==> src/rtl/painel_varredura_pkg.sv <==
// Shared constants and types for the 7x5 LED panel row-scan controller.
package painel_varredura_pkg;

    // Select code the row multiplexers map to an all-off output.
    localparam logic [2:0] SEL_BLANK = 3'b111;

    localparam int unsigned NUM_ROWS = 7;
    localparam int unsigned NUM_COLS = 5;
    localparam int unsigned ROW_W    = 3;

    // One column pattern; bit 6 is the top row.
    typedef logic [NUM_ROWS-1:0] col_t;

endpackage

==> src/rtl/painel_prescaler.sv <==
// Row-slot prescaler: counts 0..DIV-1 while enabled and flags the last count.
module painel_prescaler #(
    parameter int unsigned DIV   = 1000,
    parameter int unsigned CNT_W = $clog2(DIV)
) (
    input  logic             clk,
    input  logic             rst_n,
    input  logic             en,
    input  logic             clr,
    output logic             tick,
    output logic [CNT_W-1:0] count
);

    localparam logic [CNT_W-1:0] LAST = CNT_W'(DIV - 1);

    logic [CNT_W-1:0] count_q;

    // Counter state: clear wins over enable, wraps after the last count.
    always_ff @(posedge clk or negedge rst_n) begin
        if (!rst_n) begin
            count_q <= '0;
        end else if (clr) begin
            count_q <= '0;
        end else if (en) begin
            count_q <= (count_q == LAST) ? '0 : count_q + 1'b1;
        end
    end

    // Tick marks the final cycle of a row slot.
    always_comb begin
        tick  = en && !clr && (count_q == LAST);
        count = count_q;
    end

endmodule

==> src/rtl/painel_varredura.sv <==
// Row-scan controller: double-buffered 5-column frame, row sequencing with
// blanking between rows, and frame-aligned shadow-to-active commit.
module painel_varredura
    import painel_varredura_pkg::*;
#(
    parameter int unsigned DIV   = 1000,
    parameter int unsigned BLANK = 16,
    parameter int unsigned COLS  = NUM_COLS
) (
    input  logic                     clk,
    input  logic                     rst_n,
    input  logic                     en,
    input  logic                     wr_valid,
    output logic                     wr_ready,
    input  logic [2:0]               wr_col,
    input  logic [NUM_ROWS-1:0]      wr_data,
    input  logic                     commit,
    output logic                     commit_done,
    output logic                     wr_err,
    output logic                     sel1,
    output logic                     sel2,
    output logic                     sel3,
    output logic [NUM_ROWS*COLS-1:0] linhas,
    output logic                     frame_start
);

    localparam int unsigned        CNT_W    = $clog2(DIV);
    localparam logic [CNT_W-1:0]   BLANK_C  = CNT_W'(BLANK);
    localparam logic [ROW_W-1:0]   LAST_ROW = ROW_W'(NUM_ROWS - 1);
    localparam logic [2:0]         MAX_COL  = 3'(COLS - 1);

    logic                     tick;
    logic [CNT_W-1:0]         count;
    logic [ROW_W-1:0]         row_q;
    logic [2:0]               sel_q;
    logic                     frame_start_q;
    logic                     pending_q;
    logic                     commit_done_q;
    logic                     wr_err_q;
    logic [NUM_ROWS*COLS-1:0] shadow_q;
    logic [NUM_ROWS*COLS-1:0] linhas_q;

    logic frame_wrap;
    logic scan_blank;
    logic copy;
    logic wr_fire;
    logic col_ok;

    painel_prescaler #(
        .DIV   (DIV),
        .CNT_W (CNT_W)
    ) u_prescaler (
        .clk   (clk),
        .rst_n (rst_n),
        .en    (en),
        .clr   (!en),
        .tick  (tick),
        .count (count)
    );

    // Frame boundary, blanking window, write transfer and copy decisions.
    always_comb begin
        frame_wrap = tick && (row_q == LAST_ROW);
        scan_blank = !en || (count < BLANK_C);
        // With scanning stopped there is no frame to protect, so copy at once.
        copy       = pending_q && (frame_wrap || !en);
        wr_fire    = wr_valid && !pending_q;
        col_ok     = (wr_col <= MAX_COL);
    end

    // Row counter, registered select and frame-start pulse.
    always_ff @(posedge clk or negedge rst_n) begin
        if (!rst_n) begin
            row_q         <= '0;
            sel_q         <= SEL_BLANK;
            frame_start_q <= 1'b0;
        end else begin
            sel_q         <= scan_blank ? SEL_BLANK : row_q;
            frame_start_q <= frame_wrap;
            if (!en) begin
                row_q <= '0;
            end else if (tick) begin
                row_q <= (row_q == LAST_ROW) ? '0 : row_q + 1'b1;
            end
        end
    end

    // Shadow writes, commit request and frame-aligned copy to the active buffer.
    always_ff @(posedge clk or negedge rst_n) begin
        if (!rst_n) begin
            shadow_q      <= '0;
            linhas_q      <= '0;
            pending_q     <= 1'b0;
            commit_done_q <= 1'b0;
            wr_err_q      <= 1'b0;
        end else begin
            wr_err_q      <= wr_fire && !col_ok;
            commit_done_q <= copy;
            for (int c = 0; c < COLS; c++) begin
                if (wr_fire && (wr_col == 3'(c))) begin
                    shadow_q[c*NUM_ROWS +: NUM_ROWS] <= wr_data;
                end
            end
            // copy and wr_fire are exclusive: one needs pending, the other not.
            if (copy) begin
                linhas_q  <= shadow_q;
                pending_q <= 1'b0;
            end else if (commit) begin
                pending_q <= 1'b1;
            end
        end
    end

    // Output mapping.
    always_comb begin
        wr_ready    = !pending_q;
        commit_done = commit_done_q;
        wr_err      = wr_err_q;
        sel1        = sel_q[2];
        sel2        = sel_q[1];
        sel3        = sel_q[0];
        linhas      = linhas_q;
        frame_start = frame_start_q;
    end

endmodule

==> config.mk <==
export PLATFORM = sky130hd
export DESIGN_NAME = painel_varredura
export DESIGN_NICKNAME = d
export VERILOG_FILES = /design/src/rtl/painel_varredura_pkg.sv /design/src/rtl/painel_prescaler.sv /design/src/rtl/painel_varredura.sv
export SDC_FILE = /design/constraint.sdc
export NUM_CORES = 1
export LEC_CHECK = 0
export BUFFER_PORTS_ARGS = -buffer_cell sky130_fd_sc_hd__buf_4
export CORE_MARGIN = 3
export CORE_UTILIZATION = 40
export CTS_CLUSTER_SIZE = 8
export DETAILED_ROUTE_END_ITERATION = 7
export GPL_TIMING_DRIVEN = 0
export PLACE_DENSITY_LB_ADDON = 0.15
export SLEW_MARGIN = 20
export SYNTH_ARGS = -nofsm -noshare
export SYNTH_HDL_FRONTEND = slang
export SYNTH_SLANG_ARGS = --single-unit
==> constraint.sdc <==
create_clock -name clk -period 2.7 [get_ports clk]
set_clock_uncertainty 0.2 [all_clocks]
set_input_delay 0.27 -clock clk [delete_from_list [all_inputs] [get_ports clk]]
set_output_delay 0.27 -clock clk [all_outputs]
set_load 0.01 [all_outputs]
==> summary.md <==
| Metric | Value |
|---|---|
| Final hold vios | 0 |
| Slew Viols, Final | 0 |
| Worst-path cell chain | dlygate4sd3_1, buf_4, nor3b_1, nand2_1, nor2_1, mux2_2 |
| Max-Cap Viols | 0 |
| Placed cell count | between 300 and 400 |
| P_sw | 1.14 mW |
| Final setup vio count | 0 |
| Worst path slowest cell | nor2_1 |
| Vias in the first global route | ~2,200 |
| CTS max path bufs | 2 |
| Placed cell areas | 4210 µm² |
| RSZ-0062 raised after global routing | no |
| Crit path DAT | roughly 2.4 ns |
| Setup TNS | 0 ns |
| Area grow syn2layout | 24.3% |
| Starting density of the core | 41.6% |
| Ratio of cells with drive above 1 in the final layout | 50.3% |
| Cell area after layout | 4550 µm² |
| Crit path kind | in2reg |
| Nets@finish | 327 |
| Post-synth EDFFs | 0 |
| HPWL after detailed placement | 4.57 mm |
| Prevailing post-synth register cell | dfrtp_1 |
| Die H | 102 µm |
| I/O pin cnt | 57 |
| Clk pwr share | 26.0% |
| TritonCTS buffer count | 9 |
| Post-synth ARST share | 100% |
| Post-CTS Setup Bufs | 0 |
| # port buffers | 55 |
| DRT iter0 DRCs | 42 |
| Worst setup EP type | register |
| Crit path required time | between 2 and 3 ns |
| Die Area | 10,300 µm² |
| Clk sinks | 90 |
| Critical R2R Launch | u_prescaler.count[0] |
| #FFs+latches synth | 90 |
| Distinct cell type count of the synthesized netlist | 36 |
| Worst-Skew Late Latency | between 0.3 and 0.4 ns |
| Post-Syn Area | 3660 µm² |
| Sequential share of power | 46.6% |
| Post-Place Worst Slack | 0.388 ns |
| Fin crit share | 86.1% |
| First-pass GRT wire length | about 11 mm |
| CTS tree | yes |
| Nature of the critical path startpoint | primary input |
| Metal1 wirelength | 3.37 mm |
| Diode count | 0 |
| Setup ws final | ~0.38 ns |
| WL final | roughly 6.9 mm |
| Number of synthesis warnings | 0 |
| Average size of a mapped cell | 15.5 µm² |
| Wire per inst | roughly 16 µm |
| Antenna violations before repair | 0 |
| Deepest level of the CTS H-tree | 3 |
| RD Place Congestion | ~0.77 |
| VDD IR max | 409 µV |
| Fillers | roughly 750 |
| Comb pwr share | 27.4% |
| Avg Vias per Cell | ~5 |
| Crit path launch | wr_valid |
| Total power | 4.30 mW |
| Cell Int Power | 3.16 mW |
| 1st-pass router iterations | 4 |
| Hold_sp | wr_data[2] |
| Largest net degree at the start of global routing | 91 |
| Post-CTS Hold Buffers | 8 |
| Post-CTS sizing | 0 |
| ANT nets after route | 0 |
| Via Count | 2,113 |
| Largest stage delay, worst path | 0.56 ns |
| Die X | a little over 100 µm |
| Top Metal Used | met4 |
| DRC violations left | 0 |
| Routed length on met3 | between 300 and 400 µm |
| Placeable Area | 8810 µm² |
| CP max FO | 7 |
| CTS root buf | clkbuf_8 |
| GR Overflow Total | 0 |
| Top delay family on crit path | simple AND/OR/NAND/NOR gates |
| Worst Tran Pin Value | between 0.8 and 0.9 ns |
| Tmin final | 2.32 ns |
| Final Non-Filler Cells | approximately 420 |
| Mapped Cells | 236 |
| Clock slew at reported path FFs | 0.10 ns |
| Met2 wire length | roughly 3.1 mm |
| Seq/Total Area, Yosys | 61.6% |
| Lkg Pwr | around 2.2 nW |
| Outcome | complete, no violations |
| Slew HR | 45.9% |
| GRT Total Usage | 14.5% |
| Sum of buffers and inverters on the critical path | 2 |
| PD cells | 945 nW/µm² |
| HP Class | in2reg |
| Core Rows | 34 |
| Sw frac | a little over a quarter |
| Syn nets | roughly 250 |
| Max Fclk | 430 MHz |
## per-layer routing
layer,GRT usage [%],up-vias
met5,0,-
met2,22.0,49
met4,5.52,0
met1,20.0,1071
li1,-,983
met3,3.72,10
## synthesized netlist by cell type (2+ instances only)
cell	number	share of area, %
dfrtp_1	87	59
and3_1	2	0.34
mux2_4	28	11
buf_12	3	1.6
o21ai_0	2	0.27
and3_2	3	0.61
dfstp_2	3	2.2
or2_2	3	0.51
nand2_1	12	1.2
xnor2_1	3	0.72
nand4_1	3	0.51
xor2_1	4	0.96
nand3b_1	2	0.41
nand3_1	4	0.55
nor2_1	13	1.3
inv_1	3	0.31
mux2_2	42	13
## through the flow
stage / util (%) / hold WS (ns)
finish: 51.7 / 0.0130
global route: 51.7 / 0.00491
CTS: 51.6 / 0.00188
detailed placement: 47.9 / 0.208
global placement: 47.8 / 0.276
floorplan: - / -0.226
## placed cells by master, fill, tap and decap left out, types with 2 or more instances in the layout
cell type and count:
inv_1 3, o21ai_0 2, nand2_1 12, mux2_2 42
dlygate4sd3_1 9, and3_1 2, dfrtp_1 87, or2_2 3
nand4_1 3, buf_6 2, clkinv_4 2, bufinv_16 3
dfstp_2 3, nand3_1 4, clkbuf_8 9, buf_4 54
nand3b_1 2, inv_6 2, and3_2 3, mux2_4 28
xor2_1 4, nor2_1 13, buf_12 3, xnor2_1 3
## registers in the layout, indices dropped and copies added, names as in the netlist
signal	cells
row_q	3
wr_err	1
linhas	35
commit_done	1
frame_start	1
u_prescaler.count	10
shadow_q	35
pending_q	1
sel_q	3
## layout make-up
type                       count  area, µm²  area share, %
clock buffer                   9        124           2.72
inverter                       3       11.3          0.247
buffer                         5       75.1           1.65
timing repair buffer          64        507           11.1
sequential                    90       2260           49.5
clock inverter                 7        125           2.75
tap                          108        135           2.97
multi-input combinational    138       1320           29.0
## kinds of logic after synthesis
kind of cell    after synthesis  share of synthesized area [%]
flops                        90                           61.6
mux                          70                           24.4
simple gates                 51                           7.82
compound gates                9                           1.81
buf+inv                       8                           2.36
xor+xnor                      7                           1.67
fa+ha+maj                     1                          0.342
## power groups by stage
stage,clock (mW),combinational [mW],sequential (mW)
floorplan,0,0.555,2.10
global placement,0,1.17,2.02
detailed placement,0,1.19,2.03
CTS,1.15,1.20,2.01
global route,1.20,1.28,2.06
finish,1.12,1.18,2.00
## worst paths after layout
path | endpoint | slack [ns] | cells after the start
setup / recovery | shadow_q[13] | 0.38 | 6
hold / removal | shadow_q[30] | 0.01 | 2
setup reg to reg | linhas[21] | 0.38 | 7
hold reg to reg | u_prescaler.count[0] | 0.28 | 1
max in group asynchronous | linhas[8] | 1.40 | 2
min in group asynchronous | linhas[30] | 0.34 | 2
Power figures use the tool's default switching activity.
